[src/rtl/uart_fifo_tx.sv]
`default_nettype none
// ============================================================================
// Module      : uart_fifo_tx
// Description : FIFO-reading UART transmitter. Pops one byte at a time from
//               a TX FIFO (1-cycle read latency) and serializes it as
//               start + 8 data bits (LSB first) + optional parity + 1/2 stop.
//               CTS is honoured only between frames.
// Ports       : clk        - master clock, all logic on posedge
//               reset      - synchronous, active-high reset
//               fifo_data  - FIFO read data, valid one clk after fifo_rd
//               fifo_empty - FIFO empty flag
//               fifo_rd    - registered one-clk FIFO read pulse
//               cts        - clear-to-send, gates only the start of a frame
//               tx         - UART line, idles high
//               busy       - high whenever the transmitter is not idle
//               done       - one-clk pulse after the final stop bit
// Parameters  : DIV    - clk cycles per UART bit (>= 1)
//               STOP   - number of stop bits (1 or 2)
//               PARITY - 0 none, 1 odd, 2 even
// Revision    : 1.0 - initial release
// ============================================================================
module uart_fifo_tx #(
    parameter int DIV    = 16,
    parameter int STOP   = 1,
    parameter int PARITY = 0
) (
    input  logic       clk,
    input  logic       reset,
    input  logic [7:0] fifo_data,
    input  logic       fifo_empty,
    output logic       fifo_rd,
    input  logic       cts,
    output logic       tx,
    output logic       busy,
    output logic       done
);

    // Divider is at least one bit wide so DIV=1 still has a legal counter.
    localparam int              c_cw        = (DIV > 1) ? $clog2(DIV) : 1;
    localparam logic [c_cw-1:0] c_div_last  = c_cw'(DIV - 1);
    localparam logic [c_cw-1:0] c_div_one   = c_cw'(1);
    localparam logic [2:0]      c_stop_last = 3'(STOP - 1);

    localparam logic [2:0] c_s_idle  = 3'd0;
    localparam logic [2:0] c_s_fetch = 3'd1;
    localparam logic [2:0] c_s_load  = 3'd2;
    localparam logic [2:0] c_s_start = 3'd3;
    localparam logic [2:0] c_s_data  = 3'd4;
    localparam logic [2:0] c_s_par   = 3'd5;
    localparam logic [2:0] c_s_stop  = 3'd6;

    logic [2:0]      r_state, w_state;
    logic [c_cw-1:0] r_div,   w_div;
    logic [2:0]      r_bit,   w_bit;
    logic [7:0]      r_shift, w_shift;
    logic            r_par,   w_par;
    logic            r_tx,    w_tx;
    logic            r_rd,    w_rd;
    logic            r_busy,  w_busy;
    logic            r_done,  w_done;
    logic            w_bit_end;

    assign w_bit_end = (r_div == c_div_last);

    // Next-state logic. tx is computed one cycle ahead so the line value is
    // registered and changes exactly on bit boundaries.
    always_comb begin
        w_state = r_state;
        w_div   = r_div;
        w_bit   = r_bit;
        w_shift = r_shift;
        w_par   = r_par;
        w_tx    = r_tx;
        w_rd    = 1'b0;
        w_done  = 1'b0;
        case (r_state)
            c_s_idle: begin
                w_tx = 1'b1;
                if (!fifo_empty && cts) begin
                    w_state = c_s_fetch;
                    w_rd    = 1'b1;
                end
            end
            c_s_fetch: begin
                // FIFO read data appears during the following (LOAD) cycle.
                w_state = c_s_load;
            end
            c_s_load: begin
                w_shift = fifo_data;
                w_par   = (PARITY == 1) ? ~^fifo_data : ^fifo_data;
                w_div   = '0;
                w_bit   = 3'd0;
                w_tx    = 1'b0;
                w_state = c_s_start;
            end
            c_s_start: begin
                if (w_bit_end) begin
                    w_div   = '0;
                    w_bit   = 3'd0;
                    w_tx    = r_shift[0];
                    w_shift = {1'b0, r_shift[7:1]};
                    w_state = c_s_data;
                end else begin
                    w_div = r_div + c_div_one;
                end
            end
            c_s_data: begin
                if (w_bit_end) begin
                    w_div = '0;
                    if (r_bit == 3'd7) begin
                        w_bit = 3'd0;
                        if (PARITY != 0) begin
                            w_tx    = r_par;
                            w_state = c_s_par;
                        end else begin
                            w_tx    = 1'b1;
                            w_state = c_s_stop;
                        end
                    end else begin
                        w_bit   = r_bit + 3'd1;
                        w_tx    = r_shift[0];
                        w_shift = {1'b0, r_shift[7:1]};
                    end
                end else begin
                    w_div = r_div + c_div_one;
                end
            end
            c_s_par: begin
                if (w_bit_end) begin
                    w_div   = '0;
                    w_bit   = 3'd0;
                    w_tx    = 1'b1;
                    w_state = c_s_stop;
                end else begin
                    w_div = r_div + c_div_one;
                end
            end
            c_s_stop: begin
                // r_bit counts stop bits here.
                if (w_bit_end) begin
                    w_div = '0;
                    if (r_bit == c_stop_last) begin
                        w_bit   = 3'd0;
                        w_done  = 1'b1;
                        w_state = c_s_idle;
                    end else begin
                        w_bit = r_bit + 3'd1;
                    end
                end else begin
                    w_div = r_div + c_div_one;
                end
            end
            default: begin
                w_state = c_s_idle;
                w_div   = '0;
                w_bit   = 3'd0;
                w_tx    = 1'b1;
            end
        endcase
        w_busy = (w_state != c_s_idle);
    end

    always_ff @(posedge clk) begin
        if (reset) begin
            r_state <= c_s_idle;
            r_div   <= '0;
            r_bit   <= 3'd0;
            r_shift <= 8'h00;
            r_par   <= 1'b0;
            r_tx    <= 1'b1;
            r_rd    <= 1'b0;
            r_busy  <= 1'b0;
            r_done  <= 1'b0;
        end else begin
            r_state <= w_state;
            r_div   <= w_div;
            r_bit   <= w_bit;
            r_shift <= w_shift;
            r_par   <= w_par;
            r_tx    <= w_tx;
            r_rd    <= w_rd;
            r_busy  <= w_busy;
            r_done  <= w_done;
        end
    end

    assign fifo_rd = r_rd;
    assign tx      = r_tx;
    assign busy    = r_busy;
    assign done    = r_done;

endmodule
`default_nettype wire
[config.mk]
export PLATFORM = sky130hd
export DESIGN_NAME = uart_fifo_tx
export DESIGN_NICKNAME = d
export VERILOG_FILES = /design/src/rtl/uart_fifo_tx.sv
export SDC_FILE = /design/constraint.sdc
export NUM_CORES = 1
export LEC_CHECK = 0
export ABC_AREA = 1
export BUFFER_PORTS_ARGS = -buffer_cell sky130_fd_sc_hd__buf_2
export CAP_MARGIN = 20
export CORE_ASPECT_RATIO = 1.75
export CORE_MARGIN = 10
export CORE_UTILIZATION = 45
export DETAILED_ROUTE_END_ITERATION = 10
export PLACE_DENSITY = 0.67
export SYNTH_ARGS = -nofsm -noshare
export SYNTH_HDL_FRONTEND = slang
export SYNTH_SLANG_ARGS = --single-unit
[constraint.sdc]
create_clock -name clk -period 2.1 [get_ports clk]
set_clock_uncertainty 0.15 [all_clocks]
set_input_delay 0.42 -clock clk [delete_from_list [all_inputs] [get_ports clk]]
set_output_delay 0.42 -clock clk [all_outputs]
set_load 0.02 [all_outputs]
==> impl_metrics.toml <==
[power]
leakage_nw = 0.681
power_density_nw_per_um2 = 730
finalPower_mw = 1.07
ir_drop_mv = 0.483

[setup_path]
reg2regPathDepth = 9
crit_path_end_kind = "register"
cp_top_family = "simple AND/OR/NAND/NOR gates"
cp.depth = 9
required_ns = 2.12
critical-path-max-stage-delay_ns = 0.69
cp.arrival_ns = 1.88
cp_common_cell = "nand2_1"
cpMaxStageDelayCell = "dfxtp_1"
cp_cell_sequence = "inv_2, nand2_1, inv_2, nand2_1, nand2_1, nor2_1, nand2_1, nand2_1, nand3_1"
path_max_fanout = 8
critPathBufInv = 2
worstSetupPathType = "register to register"
critPathLaunchType = "register"

[detailed_routing]
ant_nets = 0
first_pass_iters = 5
routed_wl_um = 3200
routedWlPerCell_um = 14.3
viasPerCell = 5.65
top_layer = "met4"
drc = 0
via_count = 1260
met3_length_um = 180
first_iter_violations = 49
wl_met1_um = 1150
dr_wl_met2_um = 1770

[clocking]
cts_tree = "done"
cts_post_setup_buffers_inserted = 0
ctsHoldBuffers = 0
htree_levels = 1
cts_sinks = 22
clockBufferDepth = 2
worstSkewPairLatency_ns = 0.27
ctsResizeCount = 0
numCtsBuffers = 3
path_clk_slew_ns = 0.08
cts-root-buf = "clkbuf_8"

[timing]
rsz0062_at_grt = "no"
setup_viol = 0
fin_crit_ns = 1.86
period_share = 0.886
setup_tns_ns = 0
worst_pin_slew_ns = 0.577
hold_violations = 0
maxSlewHeadroom = 0.615
slew_violations = 0
setup_ws_ns = 0.239
fmax_ghz = 0.537

[hold_path]
hold_depth = 2
hp-class = "primary input to register"

[logic_synthesis]
synthTopCellsByArea = "dfxtp_1 33%, nand2_1 13%, nand3_1 7.5%"
syn_nets = 197
synth-edff-count = 0
ys_types = 30
syn_inst = 181
ys_ff_latch = 22
ys.warnings.count = 0
syn_area_um2 = 1340
synth_top_area_share = 0.329
synthFlopType = "dfxtp_1"
yosysSeqAreaShare = 0.329
ys_async_sr_fraction = 0
synth.avg_cell_area_um2 = 7.40
synth_top_area_cell = "dfxtp_1"

[placed_design]
hpwl_um = 2440
dpl_worst_slack_ns = 0.278
numPortBuffers = 15
place_congestion = 0.867

[floorplanning]
core_um2 = 2900
initial_core_util = 0.463
die_y_um = 92.2
die_w_um = 61.3
ios = 16
dieArea_um2 = 5650
std_cell_rows = 26

[layout]
drive_gt1_frac = 0.215
antenna_cells = 0
layout_common_cells = "45 x nand2_1, 22 x dfxtp_1, 20 x nor2_1, 20 x nand3_1, 15 x buf_2"
nNetsFinal = 212
fillers = 291
final_common_cell = "nand2_1"
final_util = 0.505
synthToLayoutAreaGrowth_pct = 9.15

[grt]
grt_pass1_vias = 1225
gr-total-overflow = 0
grt_max_degree = 13
track_usage = 0.120
grt_antenna_before_repair = 0
grt_pass1_wl_um = 5270

[status]
status = "complete, no violations"

[job]
drv_cap = 0
==> kinds of logic (layout without fill, tap and decap cells) <==
family / Yosys count / after routing / share of synthesized area
AO/OA/AOI/OAI: 30 / 30 / 0.129
XOR/XNOR: 2 / 2 / 0.0131
adder cells (fa/ha/maj): 4 / 4 / 0.0373
buffers and inverters: 19 / 33 / 0.0738
flip-flops: 22 / 22 / 0.329
AND/OR/NAND/NOR: 104 / 104 / 0.418
==> area by class of cell <==
cell class,count,area [um2],area share
inverters,13,48.8,0.0334
multi-input cells,140,801,0.547
flip-flops and latches,22,440,0.301
clock buffers,4,55.1,0.0376
repair buffers,16,82.6,0.0565
well taps,28,35.0,0.0240
==> Yosys cell counts (2+ instances only) <==
cell     number
nand2_8       2
o21ai_0       2
nand3_2       3
a21oi_1      14
nor2_2        2
inv_2         4
inv_1         9
nand2_4       2
nand3_1      20
dfxtp_1      22
a21oi_2       2
buf_6         3
nand2_2       2
nand2_1      45
nor2_1       20
o21ai_1       9
ha_1          4
nand4_1       2
nand3_4       3
==> sequential cells by signal, indices dropped and copies added (netlist names) <==
name / cells
busy: 1
done: 1
fifo_rd: 1
r_bit: 3
r_div: 4
r_shift: 8
r_state: 3
tx: 1
==> layer usage <==
layer	up-vias	track usage
met5	-	0
li1	624	-
met1	592	0.107
met2	35	0.233
met3	9	0.0276
met4	0	0.0517
==> worst reg2reg max path: stages (launching register included) <==
cell and delay (ns):
dfxtp_1 0.69, inv_2 0.13, nand2_1 0.20, inv_2 0.09, nand2_1 0.11, nand2_1 0.07, nor2_1 0.13, nand2_1 0.07
nand2_1 0.06, nand3_1 0.06
==> metrics by stage <==
| step | instances | instance area [um2] | hold slack [ns] |
|---|---|---|---|
| 2_1_floorplan | 181 | 1340 | 0.294 |
| 3_3_place_gp | 219 | 1410 | 0.306 |
| 3_5_place_dp | 219 | 1410 | 0.303 |
| 4_1_cts | 223 | 1460 | 0.264 |
| 5_1_grt | 223 | 1460 | 0.282 |
| 6_report | 223 | 1460 | 0.262 |
==> report_power, final <==
group	switching (mW)	total (mW)	internal [mW]	leakage, nW
Combinational	0.154	0.250	0.0967	0.473
Sequential	0.0450	0.504	0.459	0.179
Clock	0.145	0.313	0.168	0.0288
Total	0.344	1.07	0.724	0.681
==> path summary, 6_finish.rpt <==
check                                   to       start  slack (ns)
worst max-delay path                    tx  r_state[0]        0.24
worst min-delay path            r_shift[7]       reset        0.26
worst max register to register          tx  r_state[0]        0.24
worst min register to register  r_shift[7]  r_shift[7]        0.32
No activity file was read; power rests on OpenSTA's default activity.
